--- config.mk ---
export PLATFORM = sky130hd
export DESIGN_NAME = prnd_packer
export DESIGN_NICKNAME = d
export VERILOG_FILES = /design/src/rtl/prnd_pkg.sv /design/src/rtl/prnd_fifo.sv /design/src/rtl/prnd_packer.sv
export SDC_FILE = /design/constraint.sdc
export NUM_CORES = 1
export LEC_CHECK = 0
export BUFFER_PORTS_ARGS = -buffer_cell sky130_fd_sc_hd__buf_2
export CORE_MARGIN = 5
export CORE_UTILIZATION = 44
export DETAILED_ROUTE_END_ITERATION = 10
export PLACE_DENSITY_LB_ADDON = 0.1
export SYNTH_ARGS = -nofsm -noshare
export SYNTH_HDL_FRONTEND = slang
export SYNTH_SLANG_ARGS = --single-unit
export TNS_END_PERCENT = 50
--- constraint.sdc ---
create_clock -name clock -period 2 [get_ports clock]
set_input_delay 0.1 -clock clock [delete_from_list [all_inputs] [get_ports clock]]
set_output_delay 0.1 -clock clock [all_outputs]
set_load 0.005 [all_outputs]
--- src/rtl/prnd_pkg.sv ---
// prnd_pkg: shared constants and helpers for the pseudo-random bit packer
package prnd_pkg;
  localparam int DROP_CNT_W = 16;
  localparam int DEF_WORD_W = 8;
  localparam int DEF_FIFO_DEPTH = 4;
  function automatic int level_w(input int depth);
    return $clog2(depth) + 1;
  endfunction
endpackage

--- src/rtl/prnd_fifo.sv ---
// prnd_fifo: registered word FIFO with wrap-bit pointers and synchronous clear
module prnd_fifo
  import prnd_pkg::*;
#(
  parameter int WIDTH = DEF_WORD_W,
  parameter int DEPTH = DEF_FIFO_DEPTH
) (
  input  logic clock,
  input  logic reset_n,
  input  logic clear,
  input  logic push,
  input  logic pop,
  input  logic [WIDTH-1:0] data_in,
  output logic [WIDTH-1:0] data_out,
  output logic full,
  output logic empty,
  output logic [level_w(DEPTH)-1:0] level
);
  localparam int AW = $clog2(DEPTH);
  logic [WIDTH-1:0] mem [DEPTH];
  logic [AW:0] wptr, rptr;
  logic do_pop;
  assign empty = wptr == rptr;
  assign full = (wptr[AW] != rptr[AW]) && (wptr[AW-1:0] == rptr[AW-1:0]);
  assign do_pop = pop && !empty;
  assign level = wptr - rptr;
  assign data_out = mem[rptr[AW-1:0]];
  // pointers carry one extra wrap bit so equal low bits distinguish full from empty
  always_ff @(posedge clock or negedge reset_n) begin
    if (!reset_n) begin
      wptr <= '0;
      rptr <= '0;
    end else if (clear) begin
      wptr <= '0;
      rptr <= '0;
    end else begin
      wptr <= wptr + (AW+1)'(push);
      rptr <= rptr + (AW+1)'(do_pop);
    end
  end
  // storage is cleared only by reset so the head reads zero out of reset
  always_ff @(posedge clock or negedge reset_n) begin
    if (!reset_n) begin
      for (int i = 0; i < DEPTH; i++) mem[i] <= '0;
    end else if (push && !clear) begin
      mem[wptr[AW-1:0]] <= data_in;
    end
  end
endmodule

--- src/rtl/prnd_packer.sv ---
// prnd_packer: packs a serial LFSR bit stream LSB-first into words and buffers them
// Optional drop statistics counter enabled by defining PRND_PACKER_DROP_STATS_EN.
module prnd_packer
  import prnd_pkg::*;
#(
  parameter int WORD_W = DEF_WORD_W,
  parameter int FIFO_DEPTH = DEF_FIFO_DEPTH
) (
  input  logic clock,
  input  logic reset_n,
  input  logic flush,
  input  logic bit_i,
  input  logic bit_valid_i,
  output logic [WORD_W-1:0] word_o,
  output logic word_valid_o,
  input  logic word_ready_i,
  output logic [level_w(FIFO_DEPTH)-1:0] level_o,
  output logic [DROP_CNT_W-1:0] drop_count_o
);
  localparam int CW = $clog2(WORD_W);
  logic [CW-1:0] bit_cnt;
  logic [WORD_W-1:0] partial, word;
  logic last, push, pop, full, empty;
  assign last = bit_valid_i && (bit_cnt == CW'(WORD_W - 1));
  assign pop = word_ready_i && !flush;
  // a full buffer still takes the new word when the head leaves on the same edge
  assign push = last && !flush && (!full || (word_ready_i && !empty));
  assign word = {bit_i, partial[WORD_W-2:0]};
  assign word_valid_o = !empty;
  // shift register and bit position of the word being assembled
  always_ff @(posedge clock or negedge reset_n) begin
    if (!reset_n) begin
      bit_cnt <= '0;
      partial <= '0;
    end else if (flush) begin
      bit_cnt <= '0;
      partial <= '0;
    end else if (bit_valid_i) begin
      bit_cnt <= last ? '0 : bit_cnt + 1'b1;
      partial <= last ? '0 : partial | (WORD_W'(bit_i) << bit_cnt);
    end
  end
`ifdef PRND_PACKER_DROP_STATS_EN
  logic drop;
  assign drop = last && !flush && !push;
  // saturating count of completed words lost to a full buffer
  always_ff @(posedge clock or negedge reset_n) begin
    if (!reset_n) drop_count_o <= '0;
    else if (drop && drop_count_o != '1) drop_count_o <= drop_count_o + 1'b1;
  end
`else
  assign drop_count_o = '0;
`endif
  prnd_fifo #(.WIDTH(WORD_W), .DEPTH(FIFO_DEPTH)) u_fifo (
    .clock(clock),
    .reset_n(reset_n),
    .clear(flush),
    .push(push),
    .pop(pop),
    .data_in(word),
    .data_out(word_o),
    .full(full),
    .empty(empty),
    .level(level_o)
  );
endmodule

==> impl_metrics.ini <==
[cells_and_area]
seqCellArea_um2 = 1202
syn_to_final_growth_pct = 12.73
drive_gt1_share_pct = 39.71
diodes = 0
nets = 218
final_cells = 276
fillers = 509
multi_input_area_um2 = 1085

[setup_path]
cp.required_ns = 2.19
reg2reg_depth = 6
worstSetupEndpointType = flop
critPathMostFrequentCell = ha_1
crit_path_start_kind = flop
crit_path_cell_trace = ha_1 > ha_1 > and4bb_2 > o311a_1 > buf_4 > mux2_2
cp_max_fo = 8
crit_arrival_ns = 2.06
crit_slowest_cell = dfrtp_2
path_class = reg -> reg
slowest_delay_ns = 0.41

[route]
drc = 0
ant_nets = 0
vias = 1418
wl_um = 4641
wl_per_cell_um = 16.82
dr.first_iter.drc_count = 59
drt_first_pass_iters = 4
vias_per_cell = 5.138

[job]
maxCapViolCount = 0

[timing]
tns_ns = 0
finalHoldViolCount = 0
maxSlewViolCount = 0
worstMarginPinSlew_ns = 0.5289
slew_headroom_pct = 64.74
setup_viol = 0
fmax_mhz = 532.9
finClkSkew_ns = 0.005318
finalCritPeriodShare_pct = 93.82
rsz0062_at_grt = false
finalCriticalPeriod_ns = 1.876

[yosys]
dominantRegCellSynth = dfrtp_1
synth_area_um2 = 2407
netlist_instances = 174
synth_area_per_cell_um2 = 13.84
yosysSeqAreaShare_pct = 49.90
async_reset_ff_share_pct = 100.0
synthTopCellsByCount = dfrtp_1 (48), mux2_2 (32), buf_4 (16)
synth_edf_count = 0
synth_most_common_cell = dfrtp_1
synth_top_area_share_pct = 49.90
ys_ff_latch = 48
synth_area_leaders = dfrtp_1 (50%), mux2_2 (15%), mux4_2 (7.5%)
ys_warn_count = 0
yosysUniqueCellTypes = 31
synth.largest_area_cell = dfrtp_1

[floorplan]
start_util_pct = 44.54
die_y_um = 83.97
die_x_um = 83.97
rows = 27
top_level_ports = 34
dieArea_um2 = 7050
core_um2 = 5405

[grt]
grt-ovfl-total = 0
grt_max_degree = 27
grt_antenna_before_repair = 0
grt_pass1_wl_um = 7914
gr-usage-all-layers_pct = 14.52
grt_pass1_vias = 1559

[status]
status = completed

[clock_network]
postCtsSetupRepairBufs = 0
clk_pin_slew_ns = 0.09
cts_tree = built
insertion_delay_ns = 0.30
clock-root-buffer = clkbuf_8
htree_levels = 2
cts.sinks = 48
clk_path_buf_depth = 2
cts_buffers = 5

[placed_design]
numPortBuffers = 17
gp_congestion = 0.8043
hpwl_um = 3438
dp_cells = 267

[power_and_ir_drop]
ir_drop_mv = 0.3364
p_leak_nw = 1.376
powerDensity_nw_per_um2 = 648.5
power_w = 0.001760

[hold_path]
holdPathStages = 2
hp-class = in -> reg
flip-flops by register name, summed over array words and instances, names as in the netlist:
signal	cells
partial	7
u_fifo.rptr	3
u_fifo.mem	32
u_fifo.wptr	3
bit_cnt	3
worst paths after layout:
kind / slack, ns / startpoint / end
min: 0.12 / bit_i / u_fifo.mem[15]
max in group asynchronous: 1.16 / reset_n / bit_cnt[1]
min in group asynchronous: 0.30 / reset_n / u_fifo.mem[28]
min reg2reg: 0.51 / u_fifo.mem[4] / u_fifo.mem[4]
max: 0.12 / bit_cnt[1] / u_fifo.mem[24]
max reg2reg: 0.12 / bit_cnt[1] / u_fifo.mem[24]
cell usage in the layout, fill, tap and decap left out, types with 5 or more instances in the layout:
cell type,n
buf_2,17
conb_1,16
nor2_1,8
buf_4,9
inv_1,7
ha_1,8
nor2b_1,5
clkbuf_8,5
mux2_2,32
mux4_2,8
dfrtp_1,47
metrics by stage:
| stage | hold WS, ns | cell area, um2 | setup WS [ns] | util (%) |
|---|---|---|---|---|
| after floorplan | -0.1956 | 2467 | 0.04811 | - |
| after global placement | 0.1054 | 2590 | 0.1344 | 47.92 |
| after detailed placement | 0.1115 | 2590 | 0.08443 | 47.92 |
| after CTS | 0.1115 | 2708 | 0.06391 | 50.09 |
| after global routing | 0.1203 | 2714 | 0.00005462 | 50.21 |
| final | 0.1163 | 2714 | 0.1236 | 50.21 |
power by group:
part           internal, W  total (W)  switching (W)
Combinational    0.0000271  0.0000857      0.0000586
Sequential        0.000978   0.000988     0.00000965
Clock             0.000371   0.000686       0.000315
Total              0.00138    0.00176       0.000383
logic make-up (layout without fill, tap and decap cells):
| group | after synthesis | count (layout) | synth area share [%] |
|---|---|---|---|
| DFF | 48 | 48 | 49.90 |
| buffers and inverters | 29 | 44 | 7.692 |
| and+or+nand+nor | 26 | 26 | 6.081 |
| AOI/OAI and AO/OA | 16 | 16 | 6.601 |
| other | 1 | 16 | 0.1558 |
| adders and majority gates | 9 | 9 | 4.990 |
| xor gates and xnor gates | 5 | 5 | 2.131 |
| muxes | 40 | 40 | 22.45 |
critical path: cells and delay by family, from the launching register on:
family	cells	cell delay, ns
fa+ha+maj	2	0.35
mux	1	0.35
compound gates	1	0.18
flops	1	0.41
simple gates	1	0.28
buf+inv	1	0.19
metal layers:
layer	part of all wire (%)	up-vias	global-route usage, %
met5	0	-	0
met4	2.1	0	5.117
met3	3.5	9	3.850
met2	50	26	24.22
met1	44	729	18.13
li1	-	654	-
cell type report:
type	count	area share, %
timing repair buffer	29	7.469
clock inverter	2	1.291
multi-input combinational	112	39.97
sequential	48	44.31
clock buffer	6	2.674
tap	72	3.320
inverter	7	0.9682
repair_timing:
action,CTS,global route
gates resized for setup,0,2
hold buffers,1,0
setup endpoints to repair,0,7
endpoints found under the hold margin,22,0
Power figures use the tool's default switching activity.
